[src/rtl/gametank_pkg.sv]
// Shared definitions for the GameTank gamepad scanner: FSM states,
// register window offsets and the default bus address of the window.
package gametank_pkg;

    typedef enum logic [2:0] {
        ST_IDLE   = 3'd0,
        ST_STROBE = 3'd1,
        ST_SETTLE = 3'd2,
        ST_CLK_LO = 3'd3,
        ST_CLK_HI = 3'd4,
        ST_COMMIT = 3'd5
    } scan_state_t;

    localparam logic [1:0]  OFF_PAD1_LO = 2'd0;
    localparam logic [1:0]  OFF_PAD1_HI = 2'd1;
    localparam logic [1:0]  OFF_PAD2_LO = 2'd2;
    localparam logic [1:0]  OFF_PAD2_HI = 2'd3;

    localparam logic [15:0] DEFAULT_BASE_ADDR = 16'h2008;

endpackage

[src/rtl/gamepad_regs.sv]
// CPU read window over the held pad registers, with lo-byte-read shadowing
// so a lo/hi read pair stays coherent across a scan commit.
module gamepad_regs
    import gametank_pkg::*;
#(
    parameter logic [15:0] BASE_ADDR = DEFAULT_BASE_ADDR
) (
    input  logic        sys_clk,
    input  logic        reset_n,
    input  logic        i_ce,
    input  logic        i_rnw,
    input  logic [15:0] i_addr,
    input  logic [15:0] pad1,
    input  logic [15:0] pad2,
    output logic [7:0]  o_data_out,
    output logic        o_sel
);

    logic [15:0] offset;
    logic        rd;
    logic [7:0]  shadow1;
    logic [7:0]  shadow2;
    logic        shadow1_valid;
    logic        shadow2_valid;

    assign offset = i_addr - BASE_ADDR;
    assign rd     = i_ce & i_rnw & (offset[15:2] == 14'd0);

    // Registered read mux; lo-byte reads snapshot the matching high byte.
    always_ff @(posedge sys_clk or negedge reset_n) begin
        if (!reset_n) begin
            o_data_out    <= 8'hFF;
            o_sel         <= 1'b0;
            shadow1       <= 8'h00;
            shadow2       <= 8'h00;
            shadow1_valid <= 1'b0;
            shadow2_valid <= 1'b0;
        end else if (rd) begin
            o_sel <= 1'b1;
            case (offset[1:0])
                OFF_PAD1_LO: begin
                    o_data_out    <= pad1[7:0];
                    shadow1       <= pad1[15:8];
                    shadow1_valid <= 1'b1;
                end
                OFF_PAD1_HI: o_data_out <= shadow1_valid ? shadow1 : pad1[15:8];
                OFF_PAD2_LO: begin
                    o_data_out    <= pad2[7:0];
                    shadow2       <= pad2[15:8];
                    shadow2_valid <= 1'b1;
                end
                OFF_PAD2_HI: o_data_out <= shadow2_valid ? shadow2 : pad2[15:8];
                default:     o_data_out <= 8'hFF;
            endcase
        end else begin
            o_data_out <= 8'hFF;
            o_sel      <= 1'b0;
        end
    end

endmodule

[src/rtl/gamepad_scanner.sv]
// Serial gamepad scanner: strobes both pads, clocks out 16 bits from each,
// and commits them to held registers exposed through gamepad_regs.
module gamepad_scanner
    import gametank_pkg::*;
#(
    parameter int unsigned CLK_DIV   = 16,
    parameter logic [15:0] BASE_ADDR = DEFAULT_BASE_ADDR
) (
    input  logic        sys_clk,
    input  logic        reset_n,
    input  logic        i_scan_req,
    input  logic        i_ce,
    input  logic        i_rnw,
    input  logic [15:0] i_addr,
    output logic [7:0]  o_data_out,
    output logic        o_sel,
    output logic        joy1_strb,
    output logic        joy2_strb,
    output logic        joy1_clk,
    output logic        joy2_clk,
    input  logic        joy1_data,
    input  logic        joy2_data,
    output logic        o_busy,
    output logic        o_scan_done
);

    localparam int CW = $clog2(2 * CLK_DIV + 1);
    localparam logic [CW-1:0] STROBE_LOAD = CW'(2 * CLK_DIV - 1);
    localparam logic [CW-1:0] PHASE_LOAD  = CW'(CLK_DIV - 1);
    localparam logic [CW-1:0] CNT_ONE     = CW'(1);

    scan_state_t   state;
    logic [CW-1:0] cnt;
    logic [3:0]    bit_cnt;
    logic [15:0]   shift1;
    logic [15:0]   shift2;
    logic [15:0]   pad1;
    logic [15:0]   pad2;
    logic          strb;
    logic          pclk;

    assign joy1_strb = strb;
    assign joy2_strb = strb;
    assign joy1_clk  = pclk;
    assign joy2_clk  = pclk;

    // Scan sequencer; every phase is timed by the one down-counter and
    // the pad pins are registered alongside the state transitions.
    always_ff @(posedge sys_clk or negedge reset_n) begin
        if (!reset_n) begin
            state       <= ST_IDLE;
            cnt         <= '0;
            bit_cnt     <= 4'd0;
            shift1      <= 16'h0000;
            shift2      <= 16'h0000;
            pad1        <= 16'h0000;
            pad2        <= 16'h0000;
            strb        <= 1'b0;
            pclk        <= 1'b1;
            o_busy      <= 1'b0;
            o_scan_done <= 1'b0;
        end else begin
            case (state)
                ST_IDLE: begin
                    strb        <= 1'b0;
                    pclk        <= 1'b1;
                    o_scan_done <= 1'b0;
                    if (i_scan_req) begin
                        state  <= ST_STROBE;
                        cnt    <= STROBE_LOAD;
                        strb   <= 1'b1;
                        o_busy <= 1'b1;
                    end else begin
                        o_busy <= 1'b0;
                    end
                end
                ST_STROBE: begin
                    if (cnt == '0) begin
                        state <= ST_SETTLE;
                        cnt   <= PHASE_LOAD;
                        strb  <= 1'b0;
                    end else begin
                        cnt <= cnt - CNT_ONE;
                    end
                end
                ST_SETTLE: begin
                    if (cnt == '0) begin
                        state <= ST_CLK_LO;
                        cnt   <= PHASE_LOAD;
                        pclk  <= 1'b0;
                    end else begin
                        cnt <= cnt - CNT_ONE;
                    end
                end
                ST_CLK_LO: begin
                    // First low cycle is the sample point; pad data is active-low.
                    if (cnt == PHASE_LOAD) begin
                        shift1[bit_cnt] <= ~joy1_data;
                        shift2[bit_cnt] <= ~joy2_data;
                    end else begin
                        shift1 <= shift1;
                    end
                    if (cnt == '0) begin
                        state <= ST_CLK_HI;
                        cnt   <= PHASE_LOAD;
                        pclk  <= 1'b1;
                    end else begin
                        cnt <= cnt - CNT_ONE;
                    end
                end
                ST_CLK_HI: begin
                    if (cnt != '0) begin
                        cnt <= cnt - CNT_ONE;
                    end else if (bit_cnt == 4'd15) begin
                        state       <= ST_COMMIT;
                        o_scan_done <= 1'b1;
                    end else begin
                        state   <= ST_CLK_LO;
                        cnt     <= PHASE_LOAD;
                        bit_cnt <= bit_cnt + 4'd1;
                        pclk    <= 1'b0;
                    end
                end
                ST_COMMIT: begin
                    pad1        <= shift1;
                    pad2        <= shift2;
                    bit_cnt     <= bit_cnt + 4'd1;
                    o_scan_done <= 1'b0;
                    o_busy      <= 1'b0;
                    state       <= ST_IDLE;
                end
                default: begin
                    state       <= ST_IDLE;
                    strb        <= 1'b0;
                    pclk        <= 1'b1;
                    o_busy      <= 1'b0;
                    o_scan_done <= 1'b0;
                end
            endcase
        end
    end

    gamepad_regs #(
        .BASE_ADDR (BASE_ADDR)
    ) u_regs (
        .sys_clk    (sys_clk),
        .reset_n    (reset_n),
        .i_ce       (i_ce),
        .i_rnw      (i_rnw),
        .i_addr     (i_addr),
        .pad1       (pad1),
        .pad2       (pad2),
        .o_data_out (o_data_out),
        .o_sel      (o_sel)
    );

endmodule

[config.mk]
export PLATFORM = sky130hd
export DESIGN_NAME = gamepad_scanner
export DESIGN_NICKNAME = d
export VERILOG_FILES = /design/src/rtl/gametank_pkg.sv /design/src/rtl/gamepad_regs.sv /design/src/rtl/gamepad_scanner.sv
export SDC_FILE = /design/constraint.sdc
export NUM_CORES = 1
export LEC_CHECK = 0
export BUFFER_PORTS_ARGS = -buffer_cell sky130_fd_sc_hd__buf_2
export CORE_MARGIN = 1
export CORE_UTILIZATION = 40
export DETAILED_ROUTE_END_ITERATION = 16
export SYNTH_ARGS = -nofsm -noshare
export SYNTH_HDL_FRONTEND = slang
export SYNTH_SLANG_ARGS = --single-unit
[constraint.sdc]
create_clock -name sys_clk -period 2.4 [get_ports sys_clk]
set_input_delay 0.48 -clock sys_clk [delete_from_list [all_inputs] [get_ports sys_clk]]
set_output_delay 0.48 -clock sys_clk [all_outputs]
set_load 0.005 [all_outputs]
=== After elaboration in Yosys (flattened, before gate mapping) ===
Cells that the tools add are included.

* Register bits: 108
* Output and inout port bits: 15

* Add/subtract/negate cells: 3
* Order comparisons: 2
* Eq/ne operators: 18
* Multiplexer cells: 35
* Bitwise logic cells: 7
* Reductions and logical operators: 21

{| class="wikitable"
|+ Operator list
! cell !! count
|-
| bitwise mux 16 bit || 2
|-
| one-hot mux 8 bit (4 select lines) || 1
|-
| 2-to-1 mux 6 bit || 4
|-
| 2-to-1 mux 8 bit || 3
|-
| 2-to-1 mux 3 bit || 6
|-
| one-hot mux 6 bit (3 select lines) || 1
|-
| subtractor 16 x 14 -> 16 bit (second input constant) || 1
|-
| one-hot mux 3 bit (5 select lines) || 1
|-
| zero test 14 bit || 1
|-
| inequality test 2 bit (second input constant) || 7
|-
| AND reduction 5 bit || 2
|-
| 2-to-1 mux 1 bit || 9
|-
| AND reduction 3 bit || 3
|-
| 2-to-1 mux 4 bit || 2
|-
| one-hot mux 4 bit (2 select lines) || 1
|-
| AND reduction 2 bit || 4
|-
| OR reduction 4 bit || 2
|-
| == test 3 x 2 -> 1 bit (second input constant) || 2
|-
| == test 3 bit (second input constant) || 2
|-
| == test 6 x 4 -> 1 bit (second input constant) || 1
|-
| zero test 6 bit || 1
|-
| nonzero test 6 bit || 1
|-
| subtractor 6 x 1 -> 6 bit (second input constant) || 1
|-
| < comparator 4 x 5 -> 1 bit (second input constant) || 1
|-
| other kinds (20) || 27
|}

=== Longest topological paths before layout ===
Gate-level depths: netlist (run 1).

* Depth after elaboration: 5
* Depth in mapped cells: 7

=== Hierarchy ===
A second synthesis (run 1) with hierarchy kept.

* Cells, all modules: 463
* Area total of the unflattened synthesis: 5,011.1 µm²

{| class="wikitable"
|+ Modules (own cells, without submodules)
! module !! instances !! cells an instance !! area each (µm²) !! sequential area each (µm²)
|-
| gamepad_scanner || 1 || 342 || 3,597.2 || 2,028.2
|-
| gamepad_regs || 1 || 121 || 1,413.9 || 685.7
|}

=== Worst setup path before layout (run 1) ===
OpenSTA, ideal clock, no wires.

* Path type: input port to flip-flop
* Start: input port i_addr[2]
* End: register u_regs.o_data_out[0]
* Setup time: 0.082 ns
* Data arrival time: 2.334 ns
* Required time: 2.318 ns
* Path slack: -0.015 ns
* Stages on the path: 5
* Buffers on the path: 1
* Cells stage by stage: or4b_1 > or4_1 > or4_4 > buf_6 > a211o_1

* Cells in the longest elaborated chain, start to end: 4

{| class="wikitable"
|+ Ends and longest elaborated chain
! item !! RTL line !! text
|-
| from (decl) || gamepad_scanner.sv:14 || <nowiki>input logic [15:0] i_addr,</nowiki>
|-
| subtractor 16 x 14 -> 16 bit || gamepad_regs.sv:26 || <nowiki>assign offset = i_addr - BASE_ADDR;</nowiki>
|-
| zero test 14 bit || gamepad_regs.sv:27 || <nowiki>assign rd = i_ce & i_rnw & (offset[15:2] == 14'd0);</nowiki>
|-
| AND 1 bit || gamepad_regs.sv:27 ||
|-
| 2-to-1 mux 8 bit || gamepad_regs.sv:38 || <nowiki>end else if (rd) begin</nowiki>
|-
| to (signal assigned) || gamepad_regs.sv:42 || <nowiki>o_data_out <= pad1[7:0];</nowiki>
|-
| to (signal assigned) || gamepad_regs.sv:46 || <nowiki>OFF_PAD1_HI: o_data_out <= shadow1_valid ? shadow1 : pad1[15:8];</nowiki>
|-
| to (signal assigned) || gamepad_regs.sv:48 || <nowiki>o_data_out <= pad2[7:0];</nowiki>
|-
| to (decl) || gamepad_regs.sv:15 || <nowiki>output logic [7:0] o_data_out,</nowiki>
|}

Every way passes these cells.
A chain may end at the register's enable or synchronous reset.

=== Worst setup path in the final report (run 1) ===
* Start: register cnt[0]
* End: register cnt[1]

* Cells in the longest elaborated chain, start to end: 3
* Elaborated cells on any way between the ends: 8
* Classes of those cells: add/sub: 1; eq/ne: 1; mux: 3; reduce/logical: 3

{| class="wikitable"
|+ Ends and longest elaborated chain
! item !! RTL line !! text
|-
| from (decl) || gamepad_scanner.sv:33 || <nowiki>logic [CW-1:0] cnt;</nowiki>
|-
| from (signal assigned) || gamepad_scanner.sv:83 || <nowiki>cnt <= cnt - CNT_ONE;</nowiki>
|-
| from (signal assigned) || gamepad_scanner.sv:92 || <nowiki>cnt <= cnt - CNT_ONE;</nowiki>
|-
| from (signal assigned) || gamepad_scanner.sv:108 || <nowiki>cnt <= cnt - CNT_ONE;</nowiki>
|-
| subtractor 6 x 1 -> 6 bit, or another cell as far along || n/a ||
|-
| 2-to-1 mux 6 bit, or another cell as far along || gamepad_scanner.sv:112 || <nowiki>if (cnt != '0) begin</nowiki>
|-
| one-hot mux 6 bit (3 select lines) or AND reduction 3 bit (tied branches) || n/a ||
|}

Parallel ways exist; a longest one is shown, timed or not.

==> reports/qor.yml, run 1 <==
clocking:
  cts_hold_buf: 0
  cts_buffers: 9
  h-tree-depth: 3
  clkLatencyLatePin_ps: 350
  clock_path_buffers: 2
  tritoncts_clock_tree: "yes"
  cts.repair_timing.setup_buffer_count: 0
  clock_sink_count: 108
  worst_setup_hold_path_clk_slew_ps: 70
  ctsResizeCount: 0
  clock-root-buffer: "clkbuf_16"
pwr:
  pwr-share-clk_pct: 42.9
  comb_power_share_pct: 4.3
  switching_power_w: 0.0007946
  total_power_w: 0.003505
  power_switching_share_pct: 22.67
  vdd.ir_drop.worst_uv: 359.0
  internal-power_w: 0.002710
  seq_power_share_pct: 52.8
  cellPowerDensity_nw_per_um2: 617.5
  cellLeakagePower_nw: 2.757
detailed_routing:
  drtAntennaViolNets: 0
  drt_pass1_iterations: 4
  postRouteWirelength_mm: 9.933
  detail_route.drc_violations: 0
  detail_route.wl_per_cell_um: 14.74
  initialDrtViolationCount: 166
  avgViaCountPerCell: 5.007
  routed-via-count: 3375
timing:
  worst_slew_margin_rel_pct: 64.22
  report.final.setup_viol: 0
  hold_viol: 0
  skew_ps: 7.566
  timing.final.ws_setup_ps: 117.5
  post-route-min-period_ps: 2283
  fin_crit_sh_pct: 95.11
  max_clock_freq_mhz: 438.1
  tightestPinTransition_ps: 536.7
  final_number_of_max_transition_violations: 0
  rsz0062_at_grt: "false"
finish:
  final_nets: 531
  final_layout_size_suffix_gt1_share_pct: 19.96
  layout_common_cells: "99 x dfrtp_1, 49 x mux2i_1, 43 x inv_1, 41 x o21ai_0, 39 x nand2_1"
  post-route-util_pct: 47.05
  layout.cells.most_common: "dfrtp_1"
  diodes: 0
  synthToLayoutAreaGrowth_pct: 14.20
synth:
  netlist_instances: 466
  yosysWarningCount: 0
  post_synth_num_cell_types: 46
  post_synth_top_flop: "dfrtp_1"
  ys_seq_elements: 108
  synth_area_um2: 4970
  synthesis.area_per_instance_um2: 10.66
  synth_async_sr_flop_share_pct: 100.0
  synthesis.nets: 496
  synth_seq_area_share_pct: 54.61
  synth_enable_flop_cells: 0
status:
  outcome: "finished, final reports clean"
worst_setup_path:
  worst_setup_path_start_kind: "flip-flop"
  critPathKind: "reg -> reg"
  critical-path-top-delay-family: "simple AND/OR/NAND/NOR gates"
  cp_data_arrival_time_ps: 2510
  critical-path-slowest-cell: "or4b_2"
  timing.critical_path.cells: "inv_1, ha_1, or4b_2, nor3_1, o22a_1, mux2_2"
  cpPeakStageDelay_ps: 640
  worstPathRequired_ps: 2630
  worstPathMaxFanout: 5
  worstSetupEndpointType: "flip-flop"
  critical_path_buf_inv_count: 1
global_routing:
  first_global_vias: 3495
  pin_count_of_the_biggest_net_entering_global_routing: 65
  grt_antenna_before_repair: 0
  global_route.overflow_total: 0
  grt_first_pass_wirelength_mm: 17.39
  grt_use_total_pct: 17.20
floorplanning:
  dieArea_um2: 12870
  floorplan.die.height_um: 113.5
  floorplan.die.width_um: 113.5
  io_pins: 38
  start_util_pct: 41.20
  placeableCoreArea_um2: 12060
  std_cell_rows: 40
placement:
  place_ws_ps: -101.0
  place.gp.congestion: 0.7326
  dp_hpwl_mm: 7.125
  port_buffers: 37
hold_path:
  min_path_type: "in -> async"
flow_run:
  max_cap_viol_count: 0
==> final timing paths <==
check | depth (start not counted) | startpoint | to | slack [ps]
worst max-delay path | 6 | cnt[0]$_DFFE_PN0P_ | cnt[1]$_DFFE_PN0P_ | 120
worst min-delay path | 1 | reset_n | u_regs.shadow1_valid$_DFFE_PN0P_ | 110
worst max register to register | 6 | cnt[0]$_DFFE_PN0P_ | cnt[1]$_DFFE_PN0P_ | 120
worst min register to register | 2 | pad2[2]$_DFFE_PN0N_ | pad2[2]$_DFFE_PN0N_ | 500
max in group asynchronous | 2 | reset_n | shift2[3]$_DFFE_PN0P_ | 1580
min in group sys_clk | 2 | pad2[2]$_DFFE_PN0N_ | pad2[2]$_DFFE_PN0N_ | 500
==> kinds of logic after synthesis <==
logic type	Yosys count	share of synthesized area (%)
buffers and inverters	70	5.589
flip-flops	108	54.61
XOR/XNOR	6	1.057
adder cells (fa/ha/maj)	7	1.762
AO/OA/AOI/OAI	87	10.93
multiplexers	67	13.95
AND/OR/NAND/NOR	121	12.11
==> final cells by class <==
cell class | count | area, um^2
multi-input cells | 288 | 1984
inverters | 43 | 161.4
clock buffers | 9 | 225.2
fillers | 1121 | 6386
well taps | 168 | 210.2
clock inverters | 7 | 75.07
repair buffers | 51 | 305.3
flip-flops and latches | 108 | 2714
==> cells in the mapped netlist (6+ instances only) <==
cell type / number / area [um^2]
nor2_1: 23 / 86.33
a211oi_1: 9 / 67.56
nor2b_1: 8 / 50.05
a21oi_1: 10 / 50.05
nand3_1: 18 / 90.09
mux2i_1: 49 / 490.5
ha_1: 7 / 87.58
nand2_1: 39 / 146.4
nand4_1: 6 / 37.54
clkbuf_1: 23 / 86.33
mux2_2: 18 / 202.7
inv_1: 43 / 161.4
nor3_1: 7 / 35.03
dfstp_2: 9 / 236.5
a211o_1: 9 / 78.83
dfrtp_1: 99 / 2477
o21ai_0: 41 / 205.2
==> worst register-to-register path: cells and delay by family (launching register included) <==
kind	cells	cell delay [ps]
buf+inv	1	70
fa+ha+maj	1	200
compound gates	1	220
simple gates	2	930
flops	1	420
mux	1	330
==> routing by layer <==
| metal | track usage (%) | share of wire (%) | vias up | wire length [um] |
|---|---|---|---|---|
| li1 | - | - | 1678 | - |
| met1 | 23.17 | 49 | 1630 | 4848 |
| met2 | 28.13 | 47 | 55 | 4664 |
| met3 | 2.816 | 2.8 | 12 | 282 |
| met4 | 6.140 | 1.4 | 0 | 138 |
| met5 | 0 | 0 | - | 0 |
==> flip-flops by register name (all words and copies together), names as in the netlist <==
signal	flops
u_regs.shadow2	8
shift2	16
u_regs.o_data_out	8
pad1	16
u_regs.shadow1	8
cnt	6
pad2	16
shift1	16
joy1_strb	1
u_regs.shadow1_valid	1
o_scan_done	1
bit_cnt	4
joy1_clk	1
u_regs.o_sel	1
u_regs.shadow2_valid	1
o_busy	1
state	3
==> through the flow <==
step	instance area [um^2]	std cells	TNS, ps	hold WS, ps
after floorplan	4970	466	0	184.4
after detailed placement	5375	658	-765.6	481.3
after global placement	5375	658	-481.4	468.6
final	5675	674	0	109.9
after global routing	5675	674	0	157.9
after CTS	5675	674	0	131.1
==> power by group through the flow <==
stage / registers, W / logic, W / clock network, W
floorplan: 0.00188 / 0.0000684 / 0
global placement: 0.00188 / 0.000151 / 0
detailed placement: 0.00189 / 0.000154 / 0
CTS: 0.00185 / 0.000154 / 0.00154
global route: 0.00185 / 0.000172 / 0.00161
finish: 0.00185 / 0.000149 / 0.00150
(Power assumes the default switching activity.)
==> inputs of run 2 (changes only) <==
ABC_CLOCK_PERIOD_IN_PS = 2400   (was unset)
CTS_BUF_LIST = sky130_fd_sc_hd__clkbuf_8   (was unset)
==> run 2 against run 1 <==
  * Sequential power about the same
  * Combinational power about the same
  * Non-clock buffer count unchanged
  * Total power down 11%
  * Register-to-register slack about the same
==> reports/qor.yml, run 2 (same netlist as run 1, synthesis figures left out) <==
placement:
  placement.cell_area_um2: 5375  # unchanged
  dp_hpwl_mm: 7.125  # unchanged
  dp_cells: 658  # unchanged
  place.gp.congestion: 0.7326  # unchanged
  port_buffers: 37  # unchanged
finish:
  synthToLayoutAreaGrowth_pct: 12.16  # was 14.20%
  layout_common_cells: "99 x dfrtp_1, 49 x mux2i_1, 43 x inv_1, 41 x o21ai_0, 39 x nand2_1"  # unchanged
  layout.filler_cells: 1136  # was 1121
  final_layout_size_suffix_gt1_share_pct: 19.96  # unchanged
  multi_input_area_um2: 1984  # unchanged
  layout.cells.most_common: "dfrtp_1"  # unchanged
  final_nets: 531  # unchanged
  diodes: 0  # unchanged
  seqCellArea_um2: 2714  # unchanged
  final_design_area_no_fill_um2: 5574  # was 5675 um^2
  finalNonFillerCells: 674  # unchanged
clocking:
  cts_hold_buf: 0  # unchanged
  tritoncts_clock_tree: "yes"  # unchanged
  clkLatencyLatePin_ps: 370  # was 350 ps
  h-tree-depth: 3  # unchanged
  clock_path_buffers: 2  # unchanged
  ctsResizeCount: 0  # unchanged
  clock_sink_count: 108  # unchanged
  cts_buffers: 9  # unchanged
  clock-root-buffer: "clkbuf_8"  # was clkbuf_16
  cts.repair_timing.setup_buffer_count: 0  # unchanged
  worst_setup_hold_path_clk_slew_ps: 100  # was 70 ps
detailed_routing:
  detail_route.wl_per_cell_um: 14.60  # was 14.74 um
  drtAntennaViolNets: 0  # unchanged
  initialDrtViolationCount: 154  # was 166
  routed-via-count: 3370  # was 3375
  detail_route.drc_violations: 0  # unchanged
  drt_pass1_iterations: 4  # unchanged
  avgViaCountPerCell: 5.000  # was 5.007
  postRouteWirelength_mm: 9.841  # was 9.933 mm
pwr:
  cellLeakagePower_nw: 2.710  # was 2.757 nW
  total_power_w: 0.003127  # was 0.003505 W
  cellPowerDensity_nw_per_um2: 561.1  # was 617.5 nW/um^2
  vdd.ir_drop.worst_uv: 242.3  # was 359.0 uV
timing:
  hold_viol: 0  # unchanged
  rsz0062_at_grt: "false"  # unchanged
  fin_crit_sh_pct: 95.37  # was 95.11%
  report.final.setup_viol: 0  # unchanged
  post-route-min-period_ps: 2289  # was 2283 ps
  max_clock_freq_mhz: 436.9  # was 438.1 MHz
  final_number_of_max_transition_violations: 0  # unchanged
  tightestPinTransition_ps: 530.8  # was 536.7 ps
  skew_ps: 11.24  # was 7.566 ps
  worst_slew_margin_rel_pct: 64.61  # was 64.22%
worst_setup_path:
  critPathKind: "reg -> reg"  # unchanged
  worst_setup_path_start_kind: "flip-flop"  # unchanged
  worstPathRequired_ps: 2660  # was 2630 ps
  cp_data_arrival_time_ps: 2550  # was 2510 ps
  cp-startpoint: "cnt[0]$_DFFE_PN0P_"  # unchanged
  worstPathMaxFanout: 5  # unchanged
  r2r-start: "cnt[0]$_DFFE_PN0P_"  # unchanged
  worstSetupEndpointType: "flip-flop"  # unchanged
floorplanning:
  dieArea_um2: 12870  # unchanged
  floorplan.die.height_um: 113.5  # unchanged
  std_cell_rows: 40  # unchanged
  placeableCoreArea_um2: 12060  # unchanged
  floorplan.die.width_um: 113.5  # unchanged
  io_pins: 38  # unchanged
  start_util_pct: 41.20  # unchanged
global_routing:
  grt_antenna_before_repair: 0  # unchanged
  grtUsageMet1_pct: 22.85  # was 23.17%
  global_route.overflow_total: 0  # unchanged
  grt_use_total_pct: 17.14  # was 17.20%
  grt_use_met2_pct: 27.85  # was 28.13%
  pin_count_of_the_biggest_net_entering_global_routing: 65  # unchanged
  first_global_vias: 3471  # was 3495
  grt_first_pass_wirelength_mm: 17.28  # was 17.39 mm
  globalRoute.busiestLayer: "met2"  # unchanged
  grt_use_met3_pct: 2.869  # was 2.816%
status:
  outcome: "finished, final reports clean"  # unchanged
hold_path:
  min_path_type: "in -> async"  # unchanged
flow_run:
  max_cap_viol_count: 0  # unchanged
-- run 2: cell counts in the layout (fill, tap and decap cells not counted) --
No cell type changed its count.
-- run 2: power by group --
part / switching, W / internal, W / total [W]
clock network: 0.000639 / 0.000488 / 0.00113
logic: 0.0000988 / 0.0000503 / 0.000149
registers: 0.00000643 / 0.00184 / 0.00185
total: 0.000745 / 0.00238 / 0.00313
-- run 2: area by class of cell --
cell class | count | area share [%]
sequential | 108 | 48.69
tap | 168 | 3.771
inverter | 43 | 2.896
timing repair buffer | 51 | 5.477
clock inverter | 7 | 1.347
multi-input combinational | 288 | 35.60
clock buffer | 9 | 2.222
-- run 2: critical path, stage by stage, from the launching register on --
cell,delay (ps)
dfrtp_1,430
inv_1,70
ha_1,200
or4b_2,640
nor3_1,300
o22a_1,220
mux2_2,330
-- run 2: stage by stage --
step	util [%]	setup slack (ps)	setup TNS (ps)	hold WS (ps)
3_3_place_gp	44.56	-61.23	-481.4	468.6
6_report	46.21	111.1	0	74.22
5_1_grt	46.21	3.934	0	102.1
4_1_cts	46.21	145.0	0	79.84
3_5_place_dp	44.56	-101.0	-765.6	481.3
2_1_floorplan	-	33.76	0	184.4
-- run 2: worst paths after layout --
| path | endpoint | slack (ps) | cells after the start |
|---|---|---|---|
| min in group sys_clk | joy1_strb$_DFFE_PN0P_ | 470 | 3 |
| min | u_regs.shadow1_valid$_DFFE_PN0P_ | 70 | 1 |
| min reg2reg | pad2[2]$_DFFE_PN0N_ | 500 | 2 |
| max in group asynchronous | shift1[11]$_DFFE_PN0P_ | 1600 | 2 |
| max reg2reg | cnt[1]$_DFFE_PN0P_ | 110 | 6 |
| max | cnt[1]$_DFFE_PN0P_ | 110 | 6 |
-- run 2: routing by layer --
layer | share of wire [%] | up-vias | wire length (um)
li1 | - | 1676 | -
met1 | 49 | 1631 | 4817
met2 | 47 | 54 | 4641
met3 | 2.6 | 9 | 254
met4 | 1.3 | 0 | 128
met5 | 0 | - | 0
